===== config.mk =====
export PLATFORM = sky130hd
export DESIGN_NAME = cubehash_msg_pad
export DESIGN_NICKNAME = d
export VERILOG_FILES = /design/src/rtl/cubehash_msg_pad.sv
export SDC_FILE = /design/constraint.sdc
export NUM_CORES = 1
export LEC_CHECK = 0
export CAP_MARGIN = 10
export CORE_UTILIZATION = 56
export DETAILED_ROUTE_END_ITERATION = 7
export HOLD_SLACK_MARGIN = 0.12
export PLACE_DENSITY = 0.84
export SYNTH_ARGS = -nofsm -noshare
export SYNTH_HDL_FRONTEND = slang
export SYNTH_SLANG_ARGS = --single-unit

===== constraint.sdc =====
create_clock -name clk -period 5.25 [get_ports clk]
set_input_delay 1.05 -clock clk [delete_from_list [all_inputs] [get_ports clk]]
set_output_delay 1.05 -clock clk [all_outputs]
set_load 0.01 [all_outputs]

===== src/rtl/cubehash_msg_pad.sv =====
// Byte-serial feeder for the CubeHash core: paces payload bytes onto part_msg under load
// pulses and appends 0x80/0x00 padding to a full block. Optional macro: CUBEHASH_PAD_LEN_EN.
`timescale 1ns/1ps
module cubehash_msg_pad #(
  parameter int LOAD_CYCLES = 10,
  parameter int GAP_CYCLES  = 12,
  parameter int BLOCK_BYTES = 32
) (
  input  logic        clk,
  input  logic        rst_n,
  input  logic        msg_start,
  input  logic        s_valid,
  input  logic [7:0]  s_data,
  input  logic        s_last,
  output logic        s_ready,
  input  logic        core_busy,
  output logic        in_en,
  output logic        start,
  output logic        load,
  output logic [7:0]  part_msg,
  output logic        pad_done,
  output logic        err
`ifdef CUBEHASH_PAD_LEN_EN
  ,
  output logic [31:0] msg_len,
  output logic [5:0]  pad_len
`endif
);

  localparam int         CNT_W     = $clog2(BLOCK_BYTES);
  localparam logic [7:0] LOAD_INIT = 8'(LOAD_CYCLES - 1);
  localparam logic [7:0] GAP_INIT  = 8'(GAP_CYCLES - 1);

  typedef enum logic [2:0] {
    ST_IDLE      = 3'd0,
    ST_WAIT_BYTE = 3'd1,
    ST_LOAD      = 3'd2,
    ST_GAP       = 3'd3,
    ST_PAD       = 3'd4,
    ST_BLK_WAIT  = 3'd5,
    ST_DONE      = 3'd6
  } state_e;

  state_e             state_q, state_d;
  logic [CNT_W-1:0]   byte_cnt_q, byte_cnt_d;
  logic [7:0]         timer_q, timer_d;
  logic [7:0]         part_msg_q, part_msg_d;
  logic               last_seen_q, last_seen_d;
  logic               pad_sent_q, pad_sent_d;
  logic               load_q, load_d;
  logic               in_en_q, in_en_d;
  logic               start_q, start_d;
  logic               pad_done_q, pad_done_d;
  logic               err_q, err_d;
  logic               s_ready_q, s_ready_d;
  logic               accept_s;
  logic               msg_go_s;
  logic               err_set_s;

  assign accept_s  = (state_q == ST_WAIT_BYTE) && s_valid && s_ready_q;
  assign msg_go_s  = (state_q == ST_IDLE) && msg_start;
  // Bytes offered after the terminator, or a restart request mid-message, are protocol errors.
  assign err_set_s = (msg_start && (state_q != ST_IDLE)) ||
                     (s_valid && last_seen_q &&
                      ((state_q == ST_LOAD) || (state_q == ST_GAP) || (state_q == ST_PAD)));

  // Next-state and registered-output decode.
  always_comb begin
    state_d     = state_q;
    byte_cnt_d  = byte_cnt_q;
    timer_d     = timer_q;
    part_msg_d  = part_msg_q;
    last_seen_d = last_seen_q;
    pad_sent_d  = pad_sent_q;
    load_d      = load_q;
    in_en_d     = in_en_q;
    start_d     = start_q;
    pad_done_d  = 1'b0;
    err_d       = err_q;
    case (state_q)
      ST_IDLE: begin
        if (msg_start) begin
          in_en_d     = 1'b1;
          start_d     = 1'b1;
          err_d       = 1'b0;
          byte_cnt_d  = '0;
          last_seen_d = 1'b0;
          pad_sent_d  = 1'b0;
          state_d     = ST_WAIT_BYTE;
        end else begin
          state_d = ST_IDLE;
        end
      end
      ST_WAIT_BYTE: begin
        if (accept_s) begin
          part_msg_d  = s_data;
          last_seen_d = s_last;
          byte_cnt_d  = byte_cnt_q + CNT_W'(1);
          load_d      = 1'b1;
          timer_d     = LOAD_INIT;
          state_d     = ST_LOAD;
        end else begin
          state_d = ST_WAIT_BYTE;
        end
      end
      ST_LOAD: begin
        if (timer_q == 8'd0) begin
          load_d  = 1'b0;
          timer_d = GAP_INIT;
          state_d = ST_GAP;
        end else begin
          timer_d = timer_q - 8'd1;
        end
      end
      ST_GAP: begin
        if (timer_q != 8'd0) begin
          timer_d = timer_q - 8'd1;
        end else if (byte_cnt_q == '0) begin
          state_d = ST_BLK_WAIT;
        end else if (last_seen_q) begin
          state_d = ST_PAD;
        end else begin
          state_d = ST_WAIT_BYTE;
        end
      end
      ST_PAD: begin
        part_msg_d = pad_sent_q ? 8'h00 : 8'h80;
        pad_sent_d = 1'b1;
        byte_cnt_d = byte_cnt_q + CNT_W'(1);
        load_d     = 1'b1;
        timer_d    = LOAD_INIT;
        state_d    = ST_LOAD;
      end
      ST_BLK_WAIT: begin
        // A block carrying the 0x80 is necessarily the final one.
        if (core_busy) begin
          state_d = ST_BLK_WAIT;
        end else if (pad_sent_q) begin
          pad_done_d = 1'b1;
          state_d    = ST_DONE;
        end else if (last_seen_q) begin
          state_d = ST_PAD;
        end else begin
          state_d = ST_WAIT_BYTE;
        end
      end
      ST_DONE: begin
        in_en_d = 1'b0;
        start_d = 1'b0;
        state_d = ST_IDLE;
      end
      default: begin
        state_d = ST_IDLE;
      end
    endcase
    if (err_set_s) begin
      err_d = 1'b1;
    end else begin
      err_d = err_d;
    end
    s_ready_d = (state_d == ST_WAIT_BYTE);
  end

  // State and output registers.
  always_ff @(posedge clk or negedge rst_n) begin
    if (!rst_n) begin
      state_q     <= ST_IDLE;
      byte_cnt_q  <= '0;
      timer_q     <= 8'd0;
      part_msg_q  <= 8'h00;
      last_seen_q <= 1'b0;
      pad_sent_q  <= 1'b0;
      load_q      <= 1'b0;
      in_en_q     <= 1'b0;
      start_q     <= 1'b0;
      pad_done_q  <= 1'b0;
      err_q       <= 1'b0;
      s_ready_q   <= 1'b0;
    end else begin
      state_q     <= state_d;
      byte_cnt_q  <= byte_cnt_d;
      timer_q     <= timer_d;
      part_msg_q  <= part_msg_d;
      last_seen_q <= last_seen_d;
      pad_sent_q  <= pad_sent_d;
      load_q      <= load_d;
      in_en_q     <= in_en_d;
      start_q     <= start_d;
      pad_done_q  <= pad_done_d;
      err_q       <= err_d;
      s_ready_q   <= s_ready_d;
    end
  end

  assign s_ready  = s_ready_q;
  assign in_en    = in_en_q;
  assign start    = start_q;
  assign load     = load_q;
  assign part_msg = part_msg_q;
  assign pad_done = pad_done_q;
  assign err      = err_q;

`ifdef CUBEHASH_PAD_LEN_EN
  logic [31:0] msg_len_q, msg_len_d;
  logic [5:0]  pad_len_q, pad_len_d;

  // Length counters: payload count saturates, pad count covers at most one block.
  always_comb begin
    msg_len_d = msg_len_q;
    pad_len_d = pad_len_q;
    if (msg_go_s) begin
      msg_len_d = 32'd0;
      pad_len_d = 6'd0;
    end else if (accept_s && (msg_len_q != 32'hFFFF_FFFF)) begin
      msg_len_d = msg_len_q + 32'd1;
    end else if (state_q == ST_PAD) begin
      pad_len_d = pad_len_q + 6'd1;
    end else begin
      msg_len_d = msg_len_q;
    end
  end

  // Length counter registers.
  always_ff @(posedge clk or negedge rst_n) begin
    if (!rst_n) begin
      msg_len_q <= 32'd0;
      pad_len_q <= 6'd0;
    end else begin
      msg_len_q <= msg_len_d;
      pad_len_q <= pad_len_d;
    end
  end

  assign msg_len = msg_len_q;
  assign pad_len = pad_len_q;
`else
  logic unused_s;
  assign unused_s = msg_go_s;
`endif

endmodule


# After elaboration in Yosys (flattened, before gate mapping)
# Index checks and enable logic that the tools add are counted.
dict set report op_classes {
  add_sub_neg 2
  n_eq_ne 11
  n_reduce_logical 30
  n_mux 33
}
# cell n
set op_table {}
lappend op_table {{8-bit two-way mux} 5}
lappend op_table {{8-bit one-hot mux with 4 select lines} 1}
lappend op_table {{3-bit two-way mux} 6}
lappend op_table {{3-bit one-hot mux with 6 select lines} 1}
lappend op_table {{8-bit one-hot mux with 2 select lines} 1}
lappend op_table {{5-bit one-hot mux with 3 select lines} 1}
lappend op_table {{3-bit AND reduction} 4}
lappend op_table {{2-bit nonzero test} 6}
lappend op_table {{1-bit two-way mux} 11}
lappend op_table {{5-bit two-way mux} 2}
lappend op_table {{3-bit == test (second input constant)} 3}
lappend op_table {{3-bit nonzero test} 3}
lappend op_table {{8-bit logical NOT} 1}
lappend op_table {{2-bit AND reduction} 4}
lappend op_table {{8-bit nonzero test} 1}
lappend op_table {{8-bit by 1-bit subtractor with 8-bit output (second input constant)} 1}
lappend op_table {{3-bit by 1-bit == test with 1-bit output (second input constant)} 2}
lappend op_table {{3-bit by 2-bit == test with 1-bit output (second input constant)} 2}
lappend op_table {{1-bit one-hot mux with 2 select lines} 3}
lappend op_table {{5-bit by 1-bit adder with 5-bit output (second input constant)} 1}
lappend op_table {{1-bit logical AND} 5}
lappend op_table {{5-bit logical NOT} 1}
lappend op_table {{2-bit by 1-bit != test with 1-bit output (second input constant)} 2}
lappend op_table {{2-bit != test (second input constant)} 2}
lappend op_table {{other kinds (5)} 7}
dict set report word_totals {
  register_bits 31
  out_inout_bits 14
}

# Longest topological paths before layout
dict set report depth {
  word_depth 7
  depth_mapped 7
}

# Worst setup path before layout
# No wires, ideal clock.
dict set report synth_path {
  path_kind {input -> register}
  from {input s_valid}
  to {register timer_q[3]}
  t_arrival_ps 2028
  stages 4
  t_required_ps 5124
  setup_time_ps 126
  path_slack_ps 3096
  n_path_buf 0
  cell_sequence {and3_1 > o31ai_1 > or2_2 > o31ai_1}
}
dict set report synth_via {
  elab_chain_cells 4
}
# element line_no
set synth_lines {}
lappend synth_lines {{from (decl)} 12} ;# input logic s_valid,
lappend synth_lines {{1-bit logical AND (2 in series)} 60} ;# assign accept_s = (state_q == ST_WAIT_BYTE) && s_valid && s_ready_q;
lappend synth_lines {{2-bit != test (no source line)} -}
lappend synth_lines {{3-bit AND reduction (no source line)} -}
lappend synth_lines {{to (signal assigned)} 182} ;# timer_q <= timer_d;
lappend synth_lines {{to (decl)} 46} ;# logic [7:0] timer_q, timer_d;
# No other way between the ends.
# A chain may end at the register's enable or synchronous reset.

# Worst setup path in the final report
dict set report layout_path {
  from {input s_valid}
  to {register timer_q[1]}
}
# Same word-level chain as after synthesis.

==> qor.yml <==
status:
  outcome: "finished, final reports clean"
global_route:
  grt_pass1_vias: 1327
  globalRoute.busiestLayer: "met2"
  antenna_found_initial: 0
  grt_max_degree: 32
  grt_first_pass_wirelength_mm: 6.14
  grt_use_met2: 0.380
  gr-total-overflow: 0
  grt_util_met1: 0.349
  use_met3: 0.0806
  grt_util_all_layers: 0.251
worst_hold_path:
  hp-class: "flip-flop to flip-flop"
synthesis:
  synth_cells: 178
  ys_seq_elements: 31
  synth_edf_count: 0
  synth_ff_type: "dfrtp_1"
  syn_area_um2: 1660
  yosysWarnings: 0
  avgSynthCellArea_um2: 9.35
  yosysUniqueCellTypes: 46
  ys_async_sr_fraction: 1.00
  synth_nets: 196
  synth.yosys.seq_area_share: 0.466
clocking:
  cts_tree: "yes"
  cts_buffers: 5
  cts.sinks: 31
  ctsResizeCount: 0
  cts_setup_buffers: 0
  root_buffer: "clkbuf_4"
  cts_max_path_buffers: 2
  ctsHoldBuffers: 0
  clk_latency_ns: 0.33
  path_clk_slew_ns: 0.10
  htreeDepth: 2
detailed_routing:
  drt_wl_total_mm: 3.57
  vias: 1446
  drtPass1Iterations: 5
  viasPerCell: 6.13
  routedWlPerCell_um: 15.1
  post-route-drc-count: 0
  ant_nets: 0
  drt-initial-drc-count: 52
worst_setup_path:
  end_kind: "flip-flop"
  path_class: "input port to flip-flop"
  required_ns: 5.47
  arrival_ns: 2.81
  critPathMaxFanout: 7
  cp_top_family: "compound AO/OA/AOI/OAI gates"
  max_stage_delay_ns: 0.73
  critPathBufInv: 1
  startpoint_type: "input port"
  path_cells: "clkdlybuf4s50_1 -> and3_1 -> o31ai_1 -> or2_2 -> o21ai_1"
  slowest_stage: "o31ai_1"
pwr:
  cellPowerDensity_nw_per_um2: 565
  leakage_nw: 0.843
  ir_drop_uv: 460
  totalPowerFinal_mw: 1.13
flow_run:
  maxCapViolations: 0
sta:
  setup_tns_ns: 0
  hold_viol: 0
  slew_headroom: 0.398
  maxSlewViolCount: 0
  period_minus_slack_ns: 2.59
  setup_viol: 0
  period_share: 0.493
  worst_clock_skew_ns: 0.00651
  worst_pin_slew_ns: 0.895
  grt_setup_unrepaired: "no"
  max_freq_mhz: 386
die:
  die_w_um: 56.5
  std_cell_rows: 19
  dieArea_um2: 3190
  fp.dieH_um: 56.5
  start_util: 0.598
  core_area_um2: 2780
  ioPinCount: 28
placed_design:
  io_buffers: 27
  dp_hpwl_mm: 2.61
  gp_congestion: 0.830
cells_and_area:
  layout.nets: 222
  area_growth_pct: 20.1
  fill_cells: 222
  drive_gt1_frac: 0.0878
  n_antenna_cell: 0
## metal layers
layer / routed length [um] / share of wire
met2: 1630 / 0.46
met5: 0 / 0
met1: 1580 / 0.44
met3: 310 / 0.087
met4: 52 / 0.015
## registers in the layout, indices dropped and copies added (netlist names)
| register | count |
|---|---|
| pad_sent_q | 1 |
| byte_cnt_q | 5 |
| state_q | 3 |
| load | 1 |
| start | 1 |
| part_msg | 8 |
| timer_q | 8 |
| err | 1 |
| s_ready | 1 |
| last_seen_q | 1 |
| pad_done | 1 |
## Yosys cell counts (2+ instances only)
cell	n	share of area
a21oi_1	8	0.024
o31ai_1	8	0.036
nor4_1	2	0.0075
nand3b_1	3	0.014
a31oi_1	2	0.0075
nor2_1	13	0.029
clkbuf_1	2	0.0045
inv_1	9	0.020
nand2_1	27	0.061
nor3b_2	2	0.015
o21ai_0	15	0.045
nor3_1	7	0.021
ha_1	4	0.030
buf_2	5	0.015
or3_1	2	0.0075
dfrtp_1	31	0.47
nand4b_1	2	0.011
xnor2_1	3	0.016
o21ai_1	4	0.012
nand2b_1	3	0.011
## cell families (layout without fill, tap and decap cells)
kind of cell	after synthesis	in the layout	share of synthesized area
buffers and inverters	18	45	0.0511
xor gates and xnor gates	3	3	0.0158
adders and majority gates	4	4	0.0301
AOI/OAI and AO/OA	50	50	0.199
and+or+nand+nor	72	72	0.238
DFF	31	31	0.466
## final timing paths
kind	start	to	slack (ns)	depth (start not counted)
setup reg to reg	timer_q[0]	s_ready	3.03	6
hold reg to reg	load	load	0.53	2
min in group asynchronous	rst_n	timer_q[2]	1.09	2
max in group asynchronous	rst_n	load	3.88	2
hold / removal	load	load	0.53	2
setup / recovery	s_valid	timer_q[1]	2.66	5
## worst reg2reg max path, cell delays in order (launching register included)
cell and delay, ns:
dfrtp_1 0.42, inv_1 0.15, ha_1 0.17, nor4b_1 0.54
a41oi_1 0.20, or4_1 0.46, nor3b_2 0.18
## stage by stage
stage / setup WS (ns) / cells / area [um^2] / util / hold slack [ns]
CTS: 2.71 / 236 / 2000 / 0.718 / 0.532
floorplan: 3.10 / 178 / 1660 / - / 0.475
finish: 2.66 / 236 / 2000 / 0.718 / 0.526
global route: 2.54 / 236 / 2000 / 0.718 / 0.562
detailed placement: 2.36 / 228 / 1930 / 0.694 / 0.516
global placement: 2.42 / 228 / 1930 / 0.694 / 0.489
## final cells by class
class | count | area [um^2] | share of cell area
Sequential cell | 31 | 776 | 0.388
Tap cell | 31 | 38.8 | 0.0194
Inverter | 9 | 33.8 | 0.0169
Timing Repair Buffer | 28 | 278 | 0.139
Multi-Input combinational cell | 129 | 803 | 0.402
Clock buffer | 8 | 68.8 | 0.0344
## power breakdown
part           switching [mW]  internal, mW  total (mW)
sequential              0.112         0.334       0.446
combinational           0.284         0.239       0.523
clock                  0.0815        0.0787       0.160
total                   0.477         0.651        1.13
## cells in the final DEF, fill, tap and decap left out, types with 2 or more instances in the layout
master and instances:
nor2_1 13, o31ai_1 8, a21oi_1 8, nor3_1 7
inv_1 9, nor4_1 2, nand2_1 27, or3_1 2
nand3b_1 3, clkdlybuf4s50_1 27, nand2b_1 3, nand4b_1 2
dfrtp_1 31, clkbuf_8 2, o21ai_0 15, xnor2_1 3
a31oi_1 2, o21ai_1 4, clkbuf_4 5, ha_1 4
nor3b_2 2
(Power assumes the default switching activity.)
